==> src/rtl/abs_diff_acc_pkg.sv <==
// Shared constants for the abs-difference accumulator and the upstream subtractor.
package abs_diff_acc_pkg;

    localparam int BIT_DEF     = 32;
    localparam int VEC_LEN_DEF = 16;
    localparam int ACC_BIT_DEF = 40;

    // A one-sample vector still needs a 1-bit counter so the compare stays legal.
    function automatic int cnt_width(input int n);
        return (n > 1) ? $clog2(n) : 1;
    endfunction

    localparam int CNT_W_DEF = cnt_width(VEC_LEN_DEF);

endpackage

==> src/rtl/abs_diff_acc_abs_stage.sv <==
// Registered signed-to-magnitude stage; valid and a side flag ride along.
module abs_stage #(
    parameter int BIT = 32
) (
    input  logic           clk,
    input  logic           rst_n,
    input  logic           flush_i,
    input  logic           vld_i,
    input  logic           last_i,
    input  logic [BIT-1:0] d_i,
    output logic           vld_o,
    output logic           last_o,
    output logic [BIT-1:0] mag_o
);

    logic [BIT-1:0] mag_d, mag_q;
    logic           vld_q, last_q;

    // Most negative input maps to 2^(BIT-1), which fits as an unsigned BIT-bit value.
    assign mag_d = d_i[BIT-1] ? (~d_i + BIT'(1)) : d_i;

    always_ff @(posedge clk or negedge rst_n) begin
        if (!rst_n) begin
            vld_q  <= 1'b0;
            last_q <= 1'b0;
            mag_q  <= '0;
        end else begin
            vld_q  <= vld_i & ~flush_i;
            last_q <= last_i;
            mag_q  <= mag_d;
        end
    end

    assign vld_o  = vld_q;
    assign last_o = last_q;
    assign mag_o  = mag_q;

endmodule

==> src/rtl/abs_diff_acc.sv <==
// Accumulates |D_in| over VEC_LEN-sample vectors and emits one saturating L1 sum per vector.
module abs_diff_acc
    import abs_diff_acc_pkg::*;
#(
    parameter int BIT     = BIT_DEF,
    parameter int VEC_LEN = VEC_LEN_DEF,
    parameter int ACC_BIT = ACC_BIT_DEF
) (
    input  logic               clk,
    input  logic               rst_n,
    input  logic               clear,
    input  logic               data_in_valid,
    input  logic [BIT-1:0]     D_in,
    output logic               data_out_valid,
    output logic [ACC_BIT-1:0] sum_out,
    output logic               sat_out,
    output logic               busy
);

    localparam int CNT_W = cnt_width(VEC_LEN);

    logic [CNT_W-1:0]   cnt_q, cnt_d;
    logic               accept, last_in;
    logic               s1_vld, s1_last;
    logic [BIT-1:0]     s1_mag;
    logic [ACC_BIT-1:0] mag_ext;
    logic [ACC_BIT:0]   sum_wide;

    logic [ACC_BIT-1:0] acc_q, acc_d, sum_q, sum_d;
    logic               sat_q, sat_d, sato_q, sato_d;
    logic               first_q, first_d, ovld_q, ovld_d;

    assign accept  = data_in_valid & ~clear;
    assign last_in = (cnt_q == CNT_W'(VEC_LEN - 1));

    always_comb begin
        cnt_d = cnt_q;
        if (clear)
            cnt_d = '0;
        else if (accept)
            cnt_d = last_in ? '0 : cnt_q + 1'b1;
    end

    abs_stage #(.BIT(BIT)) u_abs (
        .clk     (clk),
        .rst_n   (rst_n),
        .flush_i (clear),
        .vld_i   (accept),
        .last_i  (last_in),
        .d_i     (D_in),
        .vld_o   (s1_vld),
        .last_o  (s1_last),
        .mag_o   (s1_mag)
    );

    assign mag_ext  = ACC_BIT'(s1_mag);
    assign sum_wide = {1'b0, acc_q} + {1'b0, mag_ext};

    // first_q marks that the next stage-1 sample starts a vector (load instead of add).
    always_comb begin
        acc_d   = acc_q;
        sat_d   = sat_q;
        first_d = first_q;
        ovld_d  = 1'b0;
        sum_d   = sum_q;
        sato_d  = sato_q;
        if (clear) begin
            acc_d   = '0;
            sat_d   = 1'b0;
            first_d = 1'b1;
        end else if (s1_vld) begin
            if (first_q) begin
                acc_d = mag_ext;
                sat_d = 1'b0;
            end else if (sum_wide[ACC_BIT]) begin
                acc_d = '1;
                sat_d = 1'b1;
            end else begin
                acc_d = sum_wide[ACC_BIT-1:0];
            end
            first_d = s1_last;
            if (s1_last) begin
                ovld_d = 1'b1;
                sum_d  = acc_d;
                sato_d = sat_d;
            end
        end
    end

    always_ff @(posedge clk or negedge rst_n) begin
        if (!rst_n) begin
            cnt_q   <= '0;
            acc_q   <= '0;
            sat_q   <= 1'b0;
            first_q <= 1'b1;
            ovld_q  <= 1'b0;
            sum_q   <= '0;
            sato_q  <= 1'b0;
        end else begin
            cnt_q   <= cnt_d;
            acc_q   <= acc_d;
            sat_q   <= sat_d;
            first_q <= first_d;
            ovld_q  <= ovld_d;
            sum_q   <= sum_d;
            sato_q  <= sato_d;
        end
    end

    assign data_out_valid = ovld_q;
    assign sum_out        = sum_q;
    assign sat_out        = sato_q;
    assign busy           = (cnt_q != '0) | s1_vld | ~first_q;

endmodule

==> config.mk <==
export PLATFORM = sky130hd
export DESIGN_NAME = abs_diff_acc
export DESIGN_NICKNAME = d
export VERILOG_FILES = /design/src/rtl/abs_diff_acc_pkg.sv /design/src/rtl/abs_diff_acc_abs_stage.sv /design/src/rtl/abs_diff_acc.sv
export SDC_FILE = /design/constraint.sdc
export NUM_CORES = 1
export LEC_CHECK = 0
export CAP_MARGIN = 0
export CORE_MARGIN = 3
export CORE_UTILIZATION = 55
export CTS_CLUSTER_SIZE = 30
export DETAILED_ROUTE_END_ITERATION = 10
export PLACE_DENSITY = 0.87
export SYNTH_ARGS = -nofsm -noshare
export SYNTH_HDL_FRONTEND = slang
export SYNTH_HIERARCHICAL = 1
export SYNTH_SLANG_ARGS = --single-unit
==> constraint.sdc <==
create_clock -name clk -period 9 [get_ports clk]
set_clock_uncertainty 0.2 [all_clocks]
set_input_delay 1.8 -clock clk [delete_from_list [all_inputs] [get_ports clk]]
set_output_delay 1.8 -clock clk [all_outputs]
set_load 0.01 [all_outputs]
==> flow_metrics.tcl, run 1 <==
set metrics [dict create \
    status "complete, no violations" \
    first_pass_iters 6 \
    clock-root-buffer "clkbuf_16" \
    seq_area_um2 3050 \
    ios 79 \
    cts_hold_buf 0 \
    grt-ovfl-total 0 \
    grtUsageTotal_pct 24.9 \
    reg2reg_slack_ns 5.04 \
    yosysWarnings 6 \
    post-place-ws_ns 4.87 \
    hold_viol 0 \
    reg2reg_to "sum_out[9]$_DFFE_PN0P_" \
    synth_cell_types 76 \
    syn_area_per_cell_um2 9.39 \
    area_growth_pct 19.1 \
    peakVddDrop_mv 0.147 \
    antenna_cells 0 \
    fp.dieW_um 123 \
    multi_input_area_um2 4200 \
    routed_wl_mm 18.0 \
    synth_area_um2 7520 \
    clockBufferDepth 2 \
    fin_crit_sh_pct 45.7 \
    reg2regPathDepth 10 \
    setup_viol_count_final 0 \
    holdWs_ns 0.273 \
    clkTransAtPathRegs_ns 0.05 \
    cts_resized 0 \
    fillers 1040 \
    rows 42 \
    drt_iter0_drc 827 \
    synth_edf_count 0 \
    die-area_um2 15100 \
    p_total_uw 1530 \
    synth_ff_type "dfrtp_1" \
    arrival_ns 2.12 \
    power_density_nw_per_um2 171 \
    initial_core_util_pct 56.5 \
    die_h_um 123 \
    worstSetupStartpointType "flip-flop" \
    routed_via_density 6.17 \
    grt_pass1_vias 6015 \
    async_flop_share_pct 100 \
    route.detailed.drc 0 \
    place.gp.congestion 0.926 \
    maxCapViolCount 0 \
    worstHoldPathType "flip-flop to flip-flop" \
    rsz0062_at_grt "false" \
    cts_tree "done" \
    cts_buffers 17 \
    wire_per_inst_um 17.3 \
    critPathKind "flip-flop to primary output" \
    critPathLaunch "u_abs/vld_o$_DFF_PN0_" \
    synthCells 800 \
    io_buffers 78 \
    relSlewSlack_pct 17.3 \
    worstSetupEndpoint "busy" \
    antenna_found_initial 0 \
    final.setup.tns_ns 0 \
    drive_above_1_share_pct 8.20 \
    vias 6430 \
    power_leakage_uw 0.00393 \
    grt_first_pass_wirelength_mm 29.6 \
    numClockSinks 122 \
    end_kind "primary output" \
    timing.final.max_slew_violations 0 \
    fin_nets 925 \
    clk-insertion-delay-late_ns 0.42 \
    antenna_left 0 \
    synth-seq-cells 122 \
    cp.required_ns 7.00 \
    fin_ws_ns 4.88 \
    max_freq_ghz 0.243 \
    core_area_um2 13300 \
    min_period_ns 4.12 \
    dp_hpwl_mm 12.2 \
    tightest_slew_ns 1.24 \
    grt_max_degree 77 \
    path_max_fanout 66 \
    h-tree-depth 4 \
    r2r_start "u_abs/mag_o[0]$_DFF_PN0_" \
    syn-num-nets 872 \
    cts_setup_buffers 0 \
    seq_area_frac_synth_pct 40.6 \
]
==> registers in the layout, summed over array words and instances (netlist names) <==
name	cells
sat_q	1
u_abs/mag_o	32
sat_out	1
acc_q	40
sum_out	40
first_q	1
u_abs/last_o	1
cnt_q	4
u_abs/vld_o	1
data_out_valid	1
==> power breakdown <==
| part | internal [uW] | switching (uW) | leakage [uW] |
|---|---|---|---|
| Clock | 469 | 243 | 0.000300 |
| Combinational | 94.1 | 139 | 0.00201 |
| Sequential | 570 | 18.0 | 0.00162 |
| Total | 1130 | 400 | 0.00393 |
==> per-stage QoR <==
stage | instances | area [um^2] | util (%)
3_3_place_gp | 1010 | 8330 | 62.6
4_1_cts | 1042 | 8950 | 67.3
3_5_place_dp | 1010 | 8330 | 62.6
2_1_floorplan | 800 | 7520 | -
5_1_grt | 1042 | 8950 | 67.3
6_report | 1042 | 8950 | 67.3
==> cells in the final DEF (no fill, tap or decap), drive strengths merged, types with 3 or more instances in the layout <==
cell type and count:
xnor2 47, mux2i 5, bufinv 4, o31ai 23, o21ai 44, o221ai 3, nor3 9, clkdlybuf4s50 77
o21a 3, o31a 4, a21oi 66, clkinv 6, nand4 8, buf 6, o21bai 3, a31oi 8
ha 35, o22ai 6, xor2 13, o311ai 29, dfrtp 121, or3 4, a21o 20, inv 10
o211ai 3, nand2 103, a211oi 7, clkbuf 20, nand2b 46, and4 4, nor2 32, nand3 25
o41ai 9, and2 10, nor4 6, and3 13
==> area by class of cell <==
class | instances | share of cell area [%]
multi-input cells | 619 | 47.0
well taps | 176 | 2.46
clock buffers | 20 | 4.99
clock inverters | 12 | 1.93
inverters | 10 | 0.419
flip-flops and latches | 122 | 34.1
repair buffers | 83 | 9.12
==> worst max-delay path, stage by stage (launching register included) <==
cell and delay, ns:
dfrtp_1 0.35, buf_4 0.31, or4_1 0.54, clkdlybuf4s50_1 0.49
==> worst min-delay path by stage <==
| stage | start | endpoint | slack (ns) | cells after the start |
|---|---|---|---|---|
| CTS | sum_out[26]$_DFFE_PN0P_ | sum_out[26]$_DFFE_PN0P_ | 0.28 | 2 |
| detailed placement | sum_out[26]$_DFFE_PN0P_ | sum_out[26]$_DFFE_PN0P_ | 0.27 | 2 |
| finish | sum_out[30]$_DFFE_PN0P_ | sum_out[30]$_DFFE_PN0P_ | 0.27 | 2 |
| global placement | sum_out[36]$_DFFE_PN0P_ | sum_out[36]$_DFFE_PN0P_ | 0.26 | 2 |
| global route | sum_out[13]$_DFFE_PN0P_ | sum_out[13]$_DFFE_PN0P_ | 0.30 | 2 |
| floorplan | acc_q[22]$_DFFE_PN0P_ | acc_q[22]$_DFFE_PN0P_ | 0.25 | 2 |
==> synth_stat cells (3+ instances only) <==
cell type,count,area [um^2]
o211ai_1,3,22.5
a31oi_1,7,43.8
clkbuf_1,32,120
o21a_1,3,22.5
buf_2,8,40.0
mux2i_1,5,50.1
o221ai_1,3,26.3
clkbuf_2,3,15.0
and3_1,13,81.3
nor3_1,7,35.0
and2_1,10,62.6
nor4_1,3,18.8
nand4_1,7,43.8
a211oi_1,7,52.6
xor2_1,13,114
o21ai_0,42,210
a21o_1,19,143
nand3_1,23,115
inv_1,10,37.5
o41ai_2,7,114
o31ai_1,23,173
o311ai_1,13,114
o311ai_0,15,131
buf_6,4,45.0
and4_1,4,35.0
o22ai_1,6,37.5
dfrtp_1,121,3030
a21oi_1,65,325
xnor2_1,47,412
ha_1,35,438
nand2_1,102,383
nand2b_1,46,288
nor2_1,31,116
or3_1,4,25.0
o21bai_1,3,22.5
==> kinds of logic after synthesis <==
kind of cell / share of synthesized area (%)
and+or+nand+nor: 18.6
AOI/OAI and AO/OA: 23.3
DFF: 40.6
xor gates and xnor gates: 6.99
buffers and inverters: 3.53
adders and majority gates: 6.09
muxes: 0.816
==> layer usage <==
metal  part of all wire [%]  GRT usage [%]  wire length (um)
met5                      0              0                 0
met4                    2.5           9.87               449
met3                    6.8           4.39              1220
met2                     46           38.5              8210
met1                     45           34.8              8130
Power figures use the tool's default switching activity.
==> run 2, diff against run 1 <==
==> constraint.sdc (replaced) <==
create_clock -name clk -period 4 [get_ports clk]
set_clock_uncertainty 0.2 [all_clocks]
set_input_delay 0.8 -clock clk [delete_from_list [all_inputs] [get_ports clk]]
set_output_delay 0.8 -clock clk [all_outputs]
set_load 0.01 [all_outputs]
==> run 2 against run 1 <==
Net effect:
- sequential power up 130%
- worst setup slack got worse by 4.5 ns
- combinational power increased by 130%
- critical endpoint is now sum_out[19]$_DFFE_PN0P_
- routed wire length increased by 4.0%
- die area unchanged
- sequential share of layout area shrank 0.29 points
==> flow_metrics.tcl, run 2 (synthesized netlist as in run 1, its figures left out) <==
set metrics [dict create \
    power_switching_share_pct 25.6 \
    path_max_fanout 29 \
    power_leakage_uw 0.00397 \
    post-place-ws_ns 0.496 \
    grt_max_degree 66 \
    pwr-share-clk_pct 47.5 \
    setup_viol_count_final 0 \
    p_sw_uw 903 \
    route.detailed.drc 0 \
    fin_util_pct 67.9 \
    routed_via_density 6.19 \
    h-tree-depth 4 \
    cp.required_ns 4.08 \
    ios 79 \
    wire_per_inst_um 17.9 \
    end_kind "flip-flop" \
    worstHoldPathType "input pin to async pin" \
    hold_viol 0 \
    worstSetupStartpointType "flip-flop" \
    fillers 1038 \
    p_comb_share_pct 14.9 \
    die-area_um2 15100 \
    routed_wl_mm 18.7 \
    area_growth_pct 20.1 \
    p_total_uw 3530 \
    antenna_cells 0 \
    cpPeakStageDelay_ns 0.48 \
    clock-root-buffer "clkbuf_16" \
    arrival_ns 3.69 \
    grt_first_pass_wirelength_mm 30.2 \
    antenna_left 0 \
    tightest_slew_ns 1.12 \
    numClockSinks 122 \
    layout_commonest_cell "dfrtp_1" \
    core_area_um2 13300 \
    cts_tree "done" \
    cts_buffers 17 \
    critPathKind "flip-flop to flip-flop" \
    cts_hold_buf 0 \
    path_buf_inv 1 \
    grt_pass1_vias 6124 \
    slowest_stage "o311ai_0" \
    clk-insertion-delay-late_ns 0.41 \
    antenna_found_initial 0 \
    p_int_uw 2630 \
    timing.final.max_slew_violations 0 \
    stdcell_area_um2 9030 \
    vias 6487 \
    power_density_nw_per_um2 391 \
    maxCapViolCount 0 \
    fin_nets 931 \
    placed_cell_area_um2 8370 \
    power_frac_seq_pct 37.5 \
    cts_setup_buffers 0 \
    initial_core_util_pct 56.5 \
    relSlewSlack_pct 25.1 \
    rows 42 \
    grtUsageTotal_pct 25.5 \
    clockBufferDepth 2 \
    dp_hpwl_mm 12.5 \
    place.gp.congestion 0.919 \
    clkTransAtPathRegs_ns 0.06 \
    drt_iter0_drc 715 \
    final.setup.tns_ns 0 \
    drive_above_1_share_pct 8.94 \
    status "complete, no violations" \
    path_delay_family "compound AO/OA/AOI/OAI gates" \
    fin_crit_sh_pct 90.3 \
    final_cell_mix "121 x dfrtp_1, 102 x nand2_1, 77 x clkdlybuf4s50_1" \
    die_h_um 123 \
    rsz0062_at_grt "false" \
    cts_resized 0 \
    io_buffers 78 \
    grt-ovfl-total 0 \
    first_pass_iters 6 \
    min_period_ns 3.61 \
    max_freq_ghz 0.277 \
    fp.dieW_um 123 \
    peakVddDrop_mv 0.322 \
    fin_ws_ns 0.387 \
    crit_chain "ha_1 > fa_1 > a21o_1 > a221o_2 > a21oi_2 > o31a_2 > o21ai_4 > and2_1 > buf_4 > o311ai_0 > nand2_1" \
]
## run 2: cell types whose count changed in the layout (fill, tap and decap cells not counted)
| cell | before | now |
|---|---|---|
| clkinv_2 | 4 | 3 |
| clkinvlp_4 | 2 | 4 |
| bufinv_16 | 4 | 5 |
| buf_4 | 6 | 12 |
| clkbuf_8 | 1 | 2 |
| clkinv_4 | 2 | 0 |
| clkbuf_1 | 2 | 1 |
## run 2: worst register-to-register path, stage by stage, from the launching register on
cell      delay (ns)
dfrtp_1         0.38
ha_1            0.24
fa_1            0.41
a21o_1          0.21
a221o_2         0.41
a21oi_2         0.22
o31a_2          0.24
o21ai_4         0.12
and2_1          0.20
buf_4           0.25
o311ai_0        0.49
nand2_1         0.12
## run 2: path summary, 6_finish.rpt
check	from	slack, ns	depth (start not counted)	end
worst min register to register	sum_out[36]$_DFFE_PN0P_	0.27	2	sum_out[36]$_DFFE_PN0P_
min in group clk	sum_out[36]$_DFFE_PN0P_	0.27	2	sum_out[36]$_DFFE_PN0P_
worst max-delay path	u_abs/mag_o[0]$_DFF_PN0_	0.39	11	sum_out[19]$_DFFE_PN0P_
worst max register to register	u_abs/mag_o[0]$_DFF_PN0_	0.39	11	sum_out[19]$_DFFE_PN0P_
worst min-delay path	rst_n	0.25	1	acc_q[18]$_DFFE_PN0P_
max in group asynchronous	rst_n	2.55	2	acc_q[39]$_DFFE_PN0P_
## run 2: cell type report
class                           instances  area (um^2)  share of cell area, %
Sequential cell                       122         3050                   33.8
Inverter                               10         37.5                  0.416
Clock inverter                         12          195                   2.16
Clock buffer                           20          457                   5.06
Tap cell                              176          220                   2.44
Timing Repair Buffer                   89          861                   9.54
Multi-Input combinational cell        619         4200                   46.5
## run 2: stage by stage
step | instances | hold slack (ns)
after global placement | 1016 | 0.258
after detailed placement | 1016 | 0.265
after global routing | 1048 | 0.306
after floorplan | 800 | 0.253
after CTS | 1048 | 0.275
final | 1048 | 0.250
## run 2: routing by layer
| layer | up-vias | share of wire, % | GRT usage [%] |
|---|---|---|---|
| li1 | 3057 | - | - |
| met1 | 3111 | 44 | 35.2 |
| met2 | 281 | 46 | 40.6 |
| met3 | 38 | 7.6 | 4.76 |
| met4 | 0 | 2.2 | 8.33 |
| met5 | - | 0 | 0 |
## run 2: power groups by stage
| stage | Sequential [uW] | Clock, uW | Combinational, uW |
|---|---|---|---|
| after floorplan | 1330 | 0 | 357 |
| after global placement | 1340 | 0 | 503 |
| after detailed placement | 1340 | 0 | 513 |
| after CTS | 1320 | 1700 | 522 |
| after global routing | 1330 | 1750 | 581 |
| final | 1330 | 1680 | 528 |
==> run 3, diff against run 2 <==
--- a/config.mk
+++ b/config.mk
@@ -5,13 +5,15 @@
 export SDC_FILE = /design/constraint.sdc
 export NUM_CORES = 1
 export LEC_CHECK = 0
+export ABC_AREA = 1
 export CAP_MARGIN = 0
 export CORE_MARGIN = 3
 export CORE_UTILIZATION = 55
 export CTS_CLUSTER_SIZE = 30
 export DETAILED_ROUTE_END_ITERATION = 10
-export PLACE_DENSITY = 0.87
+export PLACE_DENSITY = 0.86
 export SYNTH_ARGS = -nofsm -noshare
 export SYNTH_HDL_FRONTEND = slang
 export SYNTH_HIERARCHICAL = 1
 export SYNTH_SLANG_ARGS = --single-unit
+export TNS_END_PERCENT = 20
==> run 3 against run 2 <==
Net effect:
- hold slack worse by 0.039 ns
- non-clock buffer count is 2 lower
- count of clock-buffer cells in the layout is 3 lower
- critical path type unchanged
==> flow_metrics.tcl, run 3 <==
set metrics [dict create \
    tightest_slew_ns 0.656 \
    synth_edf_count 0 \
    cpPeakStageDelay_ns 0.45 \
    initial_core_util_pct 56.7 \
    crit_top_cell "nand2_1" \
    power_switching_share_pct 33.6 \
    synth_top_family_by_area "simple AND/OR/NAND/NOR gates" \
    antenna_found_initial 0 \
    grt_pass1_vias 8327 \
    synthAdderAreaFrac_pct 5.27 \
    ios 79 \
    relSlewSlack_pct 56.2 \
    maxCapViolCount 0 \
    synth_most_common_cell "nand2_1" \
    wire_per_inst_um 15.3 \
    grt_max_degree 55 \
    critPathKind "flip-flop to flip-flop" \
    synth_top_area_cell "dfrtp_1" \
    core_area_um2 15300 \
    max_freq_ghz 0.330 \
    final_cell_mix "545 x nand2_1, 148 x inv_1, 140 x nand3_1" \
    reg2reg_to "sum_out[16]$_DFFE_PN0P_" \
    grt-ovfl-total 0 \
    synth_ff_type "dfrtp_1" \
    timing.final.max_slew_violations 0 \
    async_flop_share_pct 100 \
    synth-seq-cells 122 \
    clockBufferDepth 2 \
    dp_hpwl_mm 19.0 \
    route.detailed.drc 0 \
    die_h_um 132 \
    vias 8481 \
    reg2reg_slack_ns 0.97 \
    grt_first_pass_wirelength_mm 40.7 \
    power_leakage_uw 0.00547 \
    yosys-top-cells-count "545 x nand2_1, 148 x inv_1, 140 x nand3_1, 123 x nor2_1, 121 x dfrtp_1" \
    syn_area_per_cell_um2 6.57 \
    seq_area_um2 3050 \
    drive_above_1_share_pct 8.36 \
    layout_commonest_cell "nand2_1" \
    synth-simple-area-share_pct 44.6 \
    routed_via_density 5.23 \
    synth_area_leaders "dfrtp_1 35%, nand2_1 24%, nand3_1 8.1%" \
    fin_nets 1471 \
    synth_area_um2 8680 \
    io_buffers 78 \
    end_kind "flip-flop" \
    worstHoldPathType "input pin to async pin" \
    cts_buffers 17 \
    path_max_fanout 16 \
    cts_resized 0 \
    power_frac_seq_pct 34.7 \
    cts_setup_buffers 0 \
    synthCells 1322 \
    power_density_nw_per_um2 380 \
    p_int_uw 2590 \
    clkTransAtPathRegs_ns 0.06 \
    peakVddDrop_mv 0.313 \
    antenna_cells 0 \
    place.gp.congestion 0.976 \
    synth-compound-area-share_pct 3.21 \
    p_comb_share_pct 24.9 \
    status "complete, no violations" \
    rows 45 \
    worstSetupStartpointType "flip-flop" \
    fillers 1403 \
    r2r_start "u_abs/mag_o[0]$_DFF_PN0_" \
    pwr-share-clk_pct 40.4 \
    clk-insertion-delay-late_ns 0.43 \
    muxShareOfSynthArea_pct 0 \
    rsz0062_at_grt "false" \
    h-tree-depth 4 \
    setup_viol_count_final 0 \
    yosysWarnings 6 \
    multi_input_area_um2 4930 \
    clock-root-buffer "clkbuf_16" \
    die-area_um2 17300 \
    synth_cell_types 39 \
    min_period_ns 3.03 \
    fp.dieW_um 132 \
    fin_crit_sh_pct 75.8 \
    crit_chain "ha_1 > fa_1 > nand2_1 > nand3_1 > nand3_1 > nand2_2 > nand2_1 > nand2_2 > nand2_2 > nand2_4 > a21oi_4 > buf_4 > nand2_1 > nand3_1 > nand2_1" \
    cts_hold_buf 0 \
    slowest_stage "fa_1" \
    numClockSinks 122 \
    antenna_left 0 \
    syn-num-nets 1394 \
    seq_area_frac_synth_pct 35.2 \
    cts_tree "done" \
    hold_viol 0 \
    cp.required_ns 4.12 \
    drt_iter0_drc 726 \
    arrival_ns 3.15 \
    final.setup.tns_ns 0 \
    p_sw_uw 1310 \
    reg2regPathDepth 15 \
    grtUsageTotal_pct 29.2 \
    fin_util_pct 67.1 \
    area_growth_pct 18.4 \
    routed_wl_mm 24.8 \
    synthXorXnorAreaFrac_pct 3.53 \
    first_pass_iters 6 \
    synth_top_cell_area_share_pct 34.9 \
]
[run 3: per-stage QoR]
step | setup WS [ns] | std cells | instance area, um^2 | total power, uW | hold slack [ns]
after global placement | 1.11 | 1591 | 9680 | 2310 | 0.263
after global routing | 0.706 | 1623 | 10300 | 4100 | 0.251
after detailed placement | 0.969 | 1591 | 9680 | 2330 | 0.265
after floorplan | 1.64 | 1322 | 8680 | 2040 | 0.244
final | 0.968 | 1623 | 10300 | 3900 | 0.211
after CTS | 0.960 | 1623 | 10300 | 3910 | 0.224
[run 3: cell families (layout without fill, tap and decap cells)]
kind of cell	count (synthesis)	count (layout)
AND/OR/NAND/NOR	901	901
buffers and inverters	181	271
flip-flops	122	122
AO/OA/AOI/OAI	47	47
adder cells (fa/ha/maj)	36	36
XOR/XNOR	35	35
[run 3: area by class of cell]
type                            count  share of cell area [%]
Timing Repair Buffer               87                    8.35
Tap cell                          211                    2.57
Sequential cell                   122                    29.7
Multi-Input combinational cell   1019                    47.9
Inverter                          152                    5.55
Clock inverter                     15                    1.73
Clock buffer                       17                    4.14
[run 3: per-layer routing]
layer / up-vias / global-route usage [%] / part of all wire (%)
met3: 39 / 5.40 / 5.3
li1: 4264 / - / -
met1: 3933 / 37.7 / 44
met4: 0 / 10.3 / 2.2
met2: 245 / 49.3 / 49
met5: - / 0 / 0
[run 3: how the worst max path moves through the flow]
stage / startpoint / to / slack (ns) / depth (start not counted)
after floorplan: u_abs/mag_o[0]$_DFF_PN0_ / acc_q[31]$_DFFE_PN0P_ / 1.64 / 15
after global placement: u_abs/mag_o[0]$_DFF_PN0_ / sum_out[16]$_DFFE_PN0P_ / 1.11 / 15
after detailed placement: u_abs/mag_o[0]$_DFF_PN0_ / sum_out[16]$_DFFE_PN0P_ / 0.97 / 15
after CTS: u_abs/mag_o[0]$_DFF_PN0_ / sum_out[16]$_DFFE_PN0P_ / 0.96 / 15
after global routing: u_abs/mag_o[0]$_DFF_PN0_ / acc_q[28]$_DFFE_PN0P_ / 0.71 / 15
final: u_abs/mag_o[0]$_DFF_PN0_ / sum_out[16]$_DFFE_PN0P_ / 0.97 / 15
[run 3: power by group through the flow]
stage	Clock (uW)	Sequential, uW	Combinational [uW]
5_1_grt	1650	1360	1090
4_1_cts	1600	1350	960
6_report	1580	1360	971
3_3_place_gp	0	1370	941
3_5_place_dp	0	1370	953
2_1_floorplan	0	1360	682
[run 3: critical path: cells and delay by family, from the launching register on]
| kind | cells | cell delay (ns) |
|---|---|---|
| and+or+nand+nor | 11 | 0.95 |
| DFF | 1 | 0.39 |
| adders and majority gates | 2 | 0.70 |
| buffers and inverters | 1 | 0.31 |
| AOI/OAI and AO/OA | 1 | 0.38 |
==> RTL edit 1, RTL diff (config.mk and constraints of run 2) <==
The package constant `ACC_BIT_DEF` goes from 40 to 80.
--- a/src/rtl/abs_diff_acc_pkg.sv
+++ b/src/rtl/abs_diff_acc_pkg.sv
@@ -5,3 +5,3 @@
     localparam int VEC_LEN_DEF = 16;
-    localparam int ACC_BIT_DEF = 40;
+    localparam int ACC_BIT_DEF = 80;
 
Ports: changed (resized sum_out); port bits go from 79 to 119. The function was not compared with the original's and may differ.
==> RTL edit 1 against run 2 <==
Setup slack got worse by 220 ps. Synthesized area increased by 69%. Core utilization decreased by 0.99 points. Global-route usage increased by 7.2 points. Total power increased by 41%. Routed wire length increased by 120%. Sequential cell count increased by 80. Cell area increased by 65%. Largest power group unchanged. Highest routed layer is now met5.
==> RTL edit 1: results (changes against run 2) <==
Routed via count - 12137 (was 6487)
Max Root-Sink Buffers - 3 (was 2)
Post-synthesis compound-gate area fraction - 21.9% (was 23.3%)
Worst hold slack - 145 ps (was 250 ps)
Synth Area in Adders - 3.61% (was 6.09%)
First-pass GRT wire length - 64500 um (was 30200 um)
Vias per cell - 6.60 (was 6.19)
Met1 WL - 17000 um (was 8210 um)
GPL Wtd Cong - 1.01 (was 0.919)
Share of cells above drive strength 1 - 7.63% (was 8.94%)
Initial antenna violation count - 1 (was 0)
Fill cells - 1811 (was 1038)
Status - finished clean (unchanged)
Commonest cells post-synth - dfrtp_1, nand2_1, a21oi_1 (unchanged)
Worst vdd ir - 0.275 mV (was 0.322 mV)
# resized after CTS - 0 (unchanged)
Nets@finish - 1618 (was 931)
GRT Util Overall - 32.7% (was 25.5%)
Dpl cells - 1802 (was 1016)
Largest net degree at the start of global routing - 95 (was 66)
Post-synth cell types - 81 (was 76)
WL met2 - 18200 um (was 8670 um)
Drt wl/cell - 22.1 um (was 17.9 um)
Least-Margin Pin Slew - 1190 ps (was 1120 ps)
Place WS - 269 ps (was 496 ps)
Met3 wire len - 3790 um (was 1430 um)
Syn Inst Count - 1454 (was 800)
Sequential fraction of the synthesis area - 39.9% (was 40.6%)
Static leakage - 6.15 nW (was 3.97 nW)
Pre-antenna DRT Iters - 5 (was 6)
Setup slack, reg-to-reg - 160 ps (was 390 ps)
CP peak stage delay - 510 ps (was 480 ps)
Synth top area cells - dfrtp_1, nand2_1, a21oi_1 (was dfrtp_1, ha_1, xnor2_1)
Initial DRC Count - 1313 (was 715)
TritonCTS Buffers - 22 (was 17)
Critical path's slowest cell - a2111oi_4 (was o311ai_0)
Internal power - 3.67 mW (was 2.63 mW)
Post-synthesis mux area share - 1.78% (was 0.816%)
Top Layer Used - met5 (was met4)
Detailed-placement wirelength estimate - 29300 um (was 12500 um)
XOR/XNOR Fraction of Synth Area - 5.18% (was 6.99%)
CP max FO - 18 (was 29)
Placed instance area - 0.0141 mm2 (was 0.00837 mm2)
Fin crit period - 3840 ps (was 3610 ps)
Worst-Skew Late Latency - 520 ps (was 410 ps)
Htree depth - 1 (was 4)
IO Port Bufs - 118 (was 78)
## RTL edit 1: power by group through the flow
stage	clock, mW	sequential (mW)	combinational, mW
final	2.17	2.14	0.677
after global routing	2.27	2.14	0.737
after CTS	2.18	2.13	0.665
after detailed placement	0	2.17	0.659
after global placement	0	2.17	0.640
after floorplan	0	2.15	0.445
## RTL edit 1: worst paths after layout
kind | end | from | cells after the start
min in group clk | sum_out[74]$_DFFE_PN0P_ | sum_out[74]$_DFFE_PN0P_ | 2
max | acc_q[25]$_DFFE_PN0P_ | u_abs/mag_o[0]$_DFF_PN0_ | 11
max reg2reg | acc_q[25]$_DFFE_PN0P_ | u_abs/mag_o[0]$_DFF_PN0_ | 11
min reg2reg | sum_out[74]$_DFFE_PN0P_ | sum_out[74]$_DFFE_PN0P_ | 2
min | sum_out[25]$_DFFE_PN0P_ | rst_n | 1
max in group asynchronous | sum_out[10]$_DFFE_PN0P_ | rst_n | 2
## RTL edit 1: worst max-delay path: cells and delay by family (launching register included)
kind	cells	cell delay (ps)
flops	1	390
fa+ha+maj	2	670
compound gates	5	1580
simple gates	3	610
buf+inv	1	280
## RTL edit 1: layer usage
metal,vias to the layer above,GRT usage [%]
met1,5788,46.0
li1,5524,-
met5,-,0
met2,697,50.5
met3,126,5.66
met4,2,12.8
## RTL edit 1: cell type report
class | count | area (um2) | area share (%)
repair buffers | 163 | 1550 | 10.4
inverters | 19 | 71.3 | 0.480
flip-flops and latches | 202 | 5060 | 34.0
multi-input cells | 1138 | 7080 | 47.6
well taps | 280 | 350 | 2.36
clock buffers | 31 | 656 | 4.41
clock inverters | 6 | 108 | 0.724
==> RTL edit 2, RTL diff (config.mk and constraints of run 2) <==
Without the edit above. Register the inputs `clear`, `data_in_valid` and `D_in` before use, without a reset. The logic sees them one clock later.
--- a/src/rtl/abs_diff_acc.sv
+++ b/src/rtl/abs_diff_acc.sv
@@ -21,2 +21,12 @@
 
+    logic clear_q;
+    logic data_in_valid_q;
+    logic [BIT-1:0] D_q;
+
+    always_ff @(posedge clk) begin
+        clear_q         <= clear;
+        data_in_valid_q <= data_in_valid;
+        D_q             <= D_in;
+    end
+
     logic [CNT_W-1:0]   cnt_q, cnt_d;
@@ -32,3 +42,3 @@
 
-    assign accept  = data_in_valid & ~clear;
+    assign accept  = data_in_valid_q & ~clear_q;
     assign last_in = (cnt_q == CNT_W'(VEC_LEN - 1));
@@ -37,3 +47,3 @@
         cnt_d = cnt_q;
-        if (clear)
+        if (clear_q)
             cnt_d = '0;
@@ -46,6 +56,6 @@
         .rst_n   (rst_n),
-        .flush_i (clear),
+        .flush_i (clear_q),
         .vld_i   (accept),
         .last_i  (last_in),
-        .d_i     (D_in),
+        .d_i     (D_q),
         .vld_o   (s1_vld),
@@ -66,3 +76,3 @@
         sato_d  = sato_q;
-        if (clear) begin
+        if (clear_q) begin
             acc_d   = '0;
Formal check against the unedited RTL: not equivalent (a bounded check fails within 4 cycles, from zero or initial values and one cycle with rst_n low).
==> RTL edit 2 against run 2 <==
Total power grew 11%. First-iteration DRC count decreased by 11%. Sequential share of layout area increased by 3.9 points. Routed wire length grew 16%. Final cell count increased by 9.9%. Setup slack improved by 290 ps. Combinational power up 9.8%. Synthesized area up 13%. Cell area grew 9.7%. Sequential cell count rose by 34. Die area up 12%. Largest cell class unchanged.
==> RTL edit 2: results (changes against run 2) <==
Status - finished clean (unchanged)
Detailed-route wire length - 21600 um (was 18700 um)
Placed instance area - 0.00931 mm2 (was 0.00837 mm2)
HP Class - flip-flop to flip-flop (was input pin to async pin)
Yosys warns - 6 (unchanged)
Worst-Skew Late Latency - 430 ps (was 410 ps)
CP Capture Point - acc_q[20]$_DFFE_PN0P_ (was sum_out[19]$_DFFE_PN0P_)
Htree depth - 4 (unchanged)
Least-Margin Pin Slew - 1110 ps (was 1120 ps)
Avg Inst Size Synth - 9.38 um2 (was 9.39 um2)
Worst Hold End - u_abs/mag_o[0]$_DFF_PN0_
Pre-antenna DRT Iters - 7 (was 6)
Net count after synthesis - 974 (was 872)
Static leakage - 4.23 nW (was 3.97 nW)
Commonest cells post-synth - dfrtp_1, nand2_1, o21ai_0 (was dfrtp_1, nand2_1, a21oi_1)
Upper clock frequency limit - 301 MHz (was 277 MHz)
Worst hold slack - 183 ps (was 250 ps)
First-pass GRT wire length - 34900 um (was 30200 um)
Drt wl/cell - 18.8 um (was 17.9 um)
Vias in the first global route - 6783 (was 6124)
FF-to-FF Start - u_abs/mag_o[0]$_DFF_PN0_ (unchanged)
CP peak stage delay - 440 ps (was 480 ps)
Clk pwr share - 41.6% (was 47.5%)
Synth top area cells - dfrtp_1, dfxtp_1, ha_1 (was dfrtp_1, ha_1, xnor2_1)
Setup slack, reg-to-reg - 680 ps (was 390 ps)
Detailed-placement wirelength estimate - 15300 um (was 12500 um)
IO Port Bufs - 78 (unchanged)
Worst EP arrival - 3440 ps (was 3690 ps)
CP top delay family - compound AO/OA/AOI/OAI gates (unchanged)
# diodes - 0 (unchanged)
Dpl cells - 1120 (was 1016)
Hold Crit Start - D_q[0]$_DFF_P_
Clk root buf - clkbuf_16 (unchanged)
Sequential fraction of the synthesis area - 44.1% (was 40.6%)
Initial DRC Count - 633 (was 715)
Cells on worst reg2reg path - 10 (was 11)
Worst vdd ir - 0.301 mV (was 0.322 mV)
GRT Util Overall - 26.4% (was 25.5%)
CP max FO - 12 (was 29)
Place WS - 758 ps (was 496 ps)
Clock network power - 1.63 mW (was 1.68 mW)
Nets@finish - 1027 (was 931)
Largest net degree at the start of global routing - 64 (was 66)
Initial antenna violation count - 0 (unchanged)
Async set-reset flop share out of synthesis - 78.2% (was 100%)
# resized after CTS - 0 (unchanged)
Post-synth cell types - 83 (was 76)
Critical path's slowest cell - nor2_2 (was o311ai_0)
Vias per cell - 6.21 (was 6.19)
Max Root-Sink Buffers - 2 (unchanged)
GPL Wtd Cong - 1.04 (was 0.919)
Share of cells above drive strength 1 - 8.06% (was 8.94%)
Switching Power - 1.06 mW (was 0.903 mW)
RTL edit 2: layer usage:
layer / global-route usage, % / vias to the layer above / wire length (um)
met5: 0 / - / 0
met4: 9.05 / 0 / 527
met3: 5.20 / 48 / 1690
met2: 41.4 / 312 / 9930
met1: 36.8 / 3401 / 9490
li1: - / 3395 / -
RTL edit 2: cells by family after synthesis:
family	Yosys count	synth area share [%]
muxes	7	0.828
AOI/OAI and AO/OA	277	22.4
adders and majority gates	36	5.41
and+or+nand+nor	308	18.3
DFF	156	44.1
buffers and inverters	67	3.58
xor gates and xnor gates	51	5.28
RTL edit 2: layout make-up:
type,count,area [um2]
clock buffers,18,429
repair buffers,88,866
clock inverters,14,166
fillers,1156,4900
inverters,13,48.8
multi-input cells,679,4430
flip-flops and latches,156,3730
well taps,184,230
